**src/rtl/ultrasonic_ranger_if.sv**
```systemverilog
// Signal bundle between the ultrasonic ranger and its consumers: raw echo in,
// trigger pulse and published measurement out.
interface ultrasonic_ranger_if #(
    parameter int CNT_W = 32
) ();
    logic             echo;
    logic             trig;
    logic [CNT_W-1:0] echo_cnt;
    logic             echo_valid;
    logic             timeout;
    logic             near;

    // The ranger itself drives the measurement side.
    modport master (
        input  echo,
        output trig,
        output echo_cnt,
        output echo_valid,
        output timeout,
        output near
    );

    modport slave (
        output echo,
        input  trig,
        input  echo_cnt,
        input  echo_valid,
        input  timeout,
        input  near
    );
endinterface

```
**src/rtl/ultrasonic_ranger.sv**
```systemverilog
// Ultrasonic ranger front-end: periodic trigger, echo width measurement with
// timeouts, and a registered near-obstacle flag for the motor stage.
module ultrasonic_ranger #(
    parameter int TRIG_CYCLES    = 500,
    parameter int PERIOD_CYCLES  = 3_000_000,
    parameter int TIMEOUT_CYCLES = 1_900_000,
    parameter int NEAR_THRESH    = 1000,
    parameter int CNT_W          = 32
) (
    input  logic                osc,
    input  logic                reset_n,
    ultrasonic_ranger_if.master bus
);
    localparam logic [CNT_W-1:0] PER_LAST  = CNT_W'(PERIOD_CYCLES - 1);
    localparam logic [CNT_W-1:0] TRIG_LAST = CNT_W'(TRIG_CYCLES - 1);
    localparam logic [CNT_W-1:0] TO_VAL    = CNT_W'(TIMEOUT_CYCLES);
    localparam logic [CNT_W-1:0] TO_LAST   = CNT_W'(TIMEOUT_CYCLES - 1);
    localparam logic [CNT_W-1:0] NEAR_VAL  = CNT_W'(NEAR_THRESH);

    typedef enum logic [2:0] {
        IDLE,
        TRIG,
        WAIT_RISE,
        MEASURE,
        DONE
    } state_t;

    state_t           state;
    logic             echo_m;
    logic             echo_s;
    logic             echo_d;
    logic             echo_rise;
    logic [CNT_W-1:0] per_cnt;
    logic [CNT_W-1:0] wait_cnt;
    logic [CNT_W-1:0] width;
    logic             to_pend;

    always_ff @(posedge osc or negedge reset_n) begin
        if (!reset_n) begin
            echo_m <= 1'b0;
            echo_s <= 1'b0;
            echo_d <= 1'b0;
        end else begin
            echo_m <= bus.echo;
            echo_s <= echo_m;
            echo_d <= echo_s;
        end
    end

    assign echo_rise = echo_s & ~echo_d;

    always_ff @(posedge osc or negedge reset_n) begin
        if (!reset_n) begin
            state          <= IDLE;
            per_cnt        <= PER_LAST;
            wait_cnt       <= '0;
            width          <= '0;
            to_pend        <= 1'b0;
            bus.trig       <= 1'b0;
            bus.echo_cnt   <= '0;
            bus.echo_valid <= 1'b0;
            bus.timeout    <= 1'b0;
            bus.near       <= 1'b0;
        end else begin
            bus.echo_valid <= 1'b0;
            bus.timeout    <= 1'b0;
            if (per_cnt != PER_LAST) begin
                per_cnt <= per_cnt + 1'b1;
            end
            case (state)
                IDLE: begin
                    if (per_cnt == PER_LAST) begin
                        state    <= TRIG;
                        bus.trig <= 1'b1;
                        per_cnt  <= '0;
                    end
                end
                // per_cnt restarted at trigger entry, so it doubles as the pulse timer.
                TRIG: begin
                    if (per_cnt == TRIG_LAST) begin
                        state    <= WAIT_RISE;
                        bus.trig <= 1'b0;
                        wait_cnt <= '0;
                    end
                end
                WAIT_RISE: begin
                    if (echo_rise) begin
                        // The edge cycle already has echo_s high, so it counts as one.
                        width   <= CNT_W'(1);
                        to_pend <= 1'b0;
                        state   <= MEASURE;
                    end else if (wait_cnt == TO_LAST) begin
                        to_pend <= 1'b1;
                        state   <= DONE;
                    end else begin
                        wait_cnt <= wait_cnt + 1'b1;
                    end
                end
                MEASURE: begin
                    if (!echo_s) begin
                        to_pend <= 1'b0;
                        state   <= DONE;
                    end else if (width == TO_VAL) begin
                        to_pend <= 1'b1;
                        state   <= DONE;
                    end else begin
                        width <= width + 1'b1;
                    end
                end
                DONE: begin
                    bus.echo_valid <= 1'b1;
                    bus.timeout    <= to_pend;
                    bus.echo_cnt   <= to_pend ? TO_VAL : width;
                    bus.near       <= !to_pend && (width <= NEAR_VAL);
                    state          <= IDLE;
                end
                default: begin
                    state <= IDLE;
                end
            endcase
        end
    end
endmodule
```
**src/flat_wrapper.sv**
```systemverilog
// flat-port wrapper written by rule: the top's interface ports become plain ports
module ultrasonic_ranger_flat 
#(
    parameter int TRIG_CYCLES    = 500,
    parameter int PERIOD_CYCLES  = 3_000_000,
    parameter int TIMEOUT_CYCLES = 1_900_000,
    parameter int NEAR_THRESH    = 1000,
    parameter int CNT_W          = 32
)
  (osc, reset_n, bus_echo, bus_trig, bus_echo_cnt, bus_echo_valid, bus_timeout, bus_near);
  ultrasonic_ranger_if #(.CNT_W(CNT_W)) bus_i ();
  input  logic osc;
  input  logic reset_n;
  input wire logic [$bits(bus_i.echo)-1:0] bus_echo;
  output wire logic [$bits(bus_i.trig)-1:0] bus_trig;
  output wire logic [$bits(bus_i.echo_cnt)-1:0] bus_echo_cnt;
  output wire logic [$bits(bus_i.echo_valid)-1:0] bus_echo_valid;
  output wire logic [$bits(bus_i.timeout)-1:0] bus_timeout;
  output wire logic [$bits(bus_i.near)-1:0] bus_near;
  assign bus_i.echo = bus_echo;
  assign bus_trig = bus_i.trig;
  assign bus_echo_cnt = bus_i.echo_cnt;
  assign bus_echo_valid = bus_i.echo_valid;
  assign bus_timeout = bus_i.timeout;
  assign bus_near = bus_i.near;
  ultrasonic_ranger #(.TRIG_CYCLES(TRIG_CYCLES), .PERIOD_CYCLES(PERIOD_CYCLES), .TIMEOUT_CYCLES(TIMEOUT_CYCLES), .NEAR_THRESH(NEAR_THRESH), .CNT_W(CNT_W)) u_core (.osc(osc), .reset_n(reset_n), .bus(bus_i));
endmodule
```
**config.mk**
```make
export PLATFORM = sky130hd
export DESIGN_NAME = ultrasonic_ranger_flat
export DESIGN_NICKNAME = d
export VERILOG_FILES = /design/src/rtl/ultrasonic_ranger_if.sv /design/src/rtl/ultrasonic_ranger.sv /design/src/flat_wrapper.sv
export SDC_FILE = /design/constraint.sdc
export NUM_CORES = 1
export LEC_CHECK = 0
export BUFFER_PORTS_ARGS = -buffer_cell sky130_fd_sc_hd__buf_2
export CAP_MARGIN = 20
export CORE_MARGIN = 2
export CORE_UTILIZATION = 55
export DETAILED_ROUTE_END_ITERATION = 10
export PLACE_DENSITY = 0.76
export SLEW_MARGIN = 20
export SYNTH_ARGS = -nofsm -noshare
export SYNTH_HDL_FRONTEND = slang
export SYNTH_SLANG_ARGS = --single-unit
```
**constraint.sdc**
```tcl
create_clock -name osc -period 2.67 [get_ports osc]
set_input_delay 0.1335 -clock osc [delete_from_list [all_inputs] [get_ports osc]]
set_output_delay 0.1335 -clock osc [all_outputs]
set_load 0.02 [all_outputs]
```
==> out/metrics.csv <==
metric,value,unit
status,"complete, no violations",
syn2layout_area_growth,16.8,%
cts_max_path_buffers,2,
synth_edf_count,0,
max_stage_delay,0.54,ns
endpoint_kind,register,
ios,39,
grt_pass1_vias,5735,
place.gp.congestion,0.914,
drc,0,
clock_sinks,139,
max_clock_freq,0.382,GHz
dieArea,13400,sq um
hpwl,11100,um
path_cells,"or4b_1, or4_4, or3_4, and2_4, nor3_4, mux2_4",
cts-buffers-inserted,17,
vias,6015,
dp_slack,0.00721,ns
n_antenna_cell,0,
path_clk_slew,0.06,ns
path_buf_inv,0,
core_area,12100,sq um
synthArstFlopShare,1.00,
worst_slack,0.0489,ns
maxSlewHeadroom,0.520,
antenna_found_initial,0,
synth_seq_cells,139,
final_nets,815,
io_buffers,38,
slew_viol_final,0,
rows,40,
finalCritPeriodShare,0.982,
cts-root-buf,clkbuf_16,
period_needed,2.62,ns
crit_path_start_kind,register,
yosys.cell_types.count,51,
grt_pass1_wl,27400,um
wl,16600,um
hold_class,in -> async,
ys_warn_count,0,
ir_drop,0.000492,V
post_drt_wl_per_cell,16.8,um
post-route-util,0.662,
seq_area_frac_synth,0.509,
cp.arrival,2.93,ns
clock_skew,0.00610,ns
setup_violations,0,
gr-usage-all-layers,0.259,
grt_max_degree,82,
final-hold-violation-count,0,
p_leak,3.54,nW
drive_gt1_frac,0.152,
rsz0062_at_grt,false,
grt_overflow,0,
avgSynthCellArea,9.04,sq um
critical_path.max_fanout,7,
total_power,4.78,mW
die_x,116,um
worstMarginPinSlew,0.719,ns
powerDensity,597,nW/um^2
crit_slowest_cell,or4b_1,
crit_family,simple AND/OR/NAND/NOR gates,
cts_tree,done,
layout_common_cells,"dfrtp_1, nand2_1, nor2_1",
synth_ff_type,dfrtp_1,
final_common_cell,dfrtp_1,
synth.cell_area,6860,sq um
synth_fp_nets,767,
vias_per_cell,6.09,
cp.required,2.98,ns
maxCapViolCount,0,
die_h,116,um
crit_type,reg -> reg,
final_antenna_net_count,0,
cts_max_level,4,
initial_core_util,0.567,
clkLatencyLatePin,0.43,ns
firstDrtPassIters,5,
setup_tns,0,ns
syn_inst,759,
drt_iter0_markers,507,
-- worst register-to-register path: cells and delay by family (launching register included) --
kind / cells / cell delay (ns)
mux: 1 / 0.31
flops: 1 / 0.39
simple gates: 5 / 1.81
-- sequential cells by signal, indices dropped and copies added, names as in the netlist, 3 cells and up --
signal and count:
u_core.per_cnt 32, u_core.wait_cnt 32, u_core.state 3, u_core.bus.echo_cnt 32, u_core.width 32
-- synthesized netlist by cell type, types with 2 or more instances --
| cell type | n | area share |
|---|---|---|
| ha_1 | 5 | 0.0091 |
| and4_1 | 3 | 0.0038 |
| a31oi_1 | 13 | 0.012 |
| o31ai_1 | 16 | 0.017 |
| inv_1 | 16 | 0.0087 |
| o21a_1 | 3 | 0.0033 |
| clkbuf_1 | 27 | 0.015 |
| o211ai_1 | 2 | 0.0022 |
| o41ai_1 | 4 | 0.0051 |
| nor3_1 | 27 | 0.020 |
| or2_2 | 3 | 0.0027 |
| dfstp_2 | 15 | 0.057 |
| a21oi_1 | 37 | 0.027 |
| nor3_2 | 2 | 0.0029 |
| nand2b_1 | 4 | 0.0036 |
| xnor2_1 | 13 | 0.017 |
| nand4_1 | 31 | 0.028 |
| nor4_1 | 17 | 0.015 |
| or3_1 | 23 | 0.021 |
| and2_1 | 9 | 0.0082 |
| nand2_1 | 96 | 0.052 |
| xor2_1 | 18 | 0.023 |
| buf_2 | 5 | 0.0036 |
| mux2i_1 | 4 | 0.0058 |
| nand3_1 | 39 | 0.028 |
| o21ai_0 | 74 | 0.054 |
| nor2_1 | 81 | 0.044 |
| nor2b_1 | 3 | 0.0027 |
| and3_1 | 15 | 0.014 |
| or4b_1 | 2 | 0.0029 |
| or4_1 | 7 | 0.0077 |
| o31a_1 | 2 | 0.0026 |
| nand4b_1 | 2 | 0.0026 |
| dfrtp_1 | 124 | 0.45 |
-- repair_timing --
item | CTS | global route
pin swaps | 0 | 0
endpoints found under the hold margin | 130 | 0
gates resized for setup | 1 | 4
setup buffers | 0 | 1
setup endpoints to repair | 2 | 10
cloned | 0 | 0
hold buffers | 2 | 0
-- routing by layer --
metal	wire [um]	share of wire	vias to the layer above	global-route usage
li1	-	-	2817	-
met5	0	0	-	0
met4	264	0.016	0	0.0937
met1	7370	0.44	2956	0.343
met2	7960	0.48	205	0.409
met3	982	0.059	37	0.0753
-- final timing paths --
kind,start,depth (start not counted),slack [ns],end
setup / recovery,u_core.width[9]$_DFFE_PN0P_,6,0.05,u_core.to_pend$_DFFE_PN0P_
min in group osc,bus_echo,2,0.35,u_core.echo_m$_DFF_PN0_
max in group asynchronous,reset_n,3,1.77,u_core.per_cnt[0]$_DFF_PN1_
hold reg to reg,u_core.echo_m$_DFF_PN0_,0,0.35,u_core.echo_s$_DFF_PN0_
hold / removal,reset_n,2,0.10,u_core.per_cnt[26]$_DFF_PN0_
setup reg to reg,u_core.width[9]$_DFFE_PN0P_,6,0.05,u_core.to_pend$_DFFE_PN0P_
-- layout make-up --
cell class	instances	area, sq um
Clock buffer	21	470
Tap cell	168	210
Multi-Input combinational cell	570	3190
Clock inverter	11	190
Sequential cell	139	3500
Inverter	16	60.1
Fill cell	992	4090
Timing Repair Buffer	63	402
-- kinds of logic after synthesis --
| kind of cell | share of synthesized area |
|---|---|
| simple gates | 0.269 |
| compound gates | 0.134 |
| xor+xnor | 0.0396 |
| fa+ha+maj | 0.00911 |
| buf+inv | 0.0293 |
| mux | 0.00911 |
| flops | 0.509 |
-- through the flow --
stage	hold slack [ns]	instance area [sq um]	cells
after global routing	0.112	8020	988
final	0.103	8020	988
after detailed placement	-0.0299	7310	953
after CTS	0.0923	7990	987
after floorplan	-0.162	6860	759
after global placement	-0.0296	7310	953
-- where the power goes --
part           internal, mW  switching (mW)
logic               0.00984          0.0432
clock network          1.73           0.892
registers              2.11         0.00138
total                  3.85           0.937
Note: power is estimated with default switching activity, not from simulation.
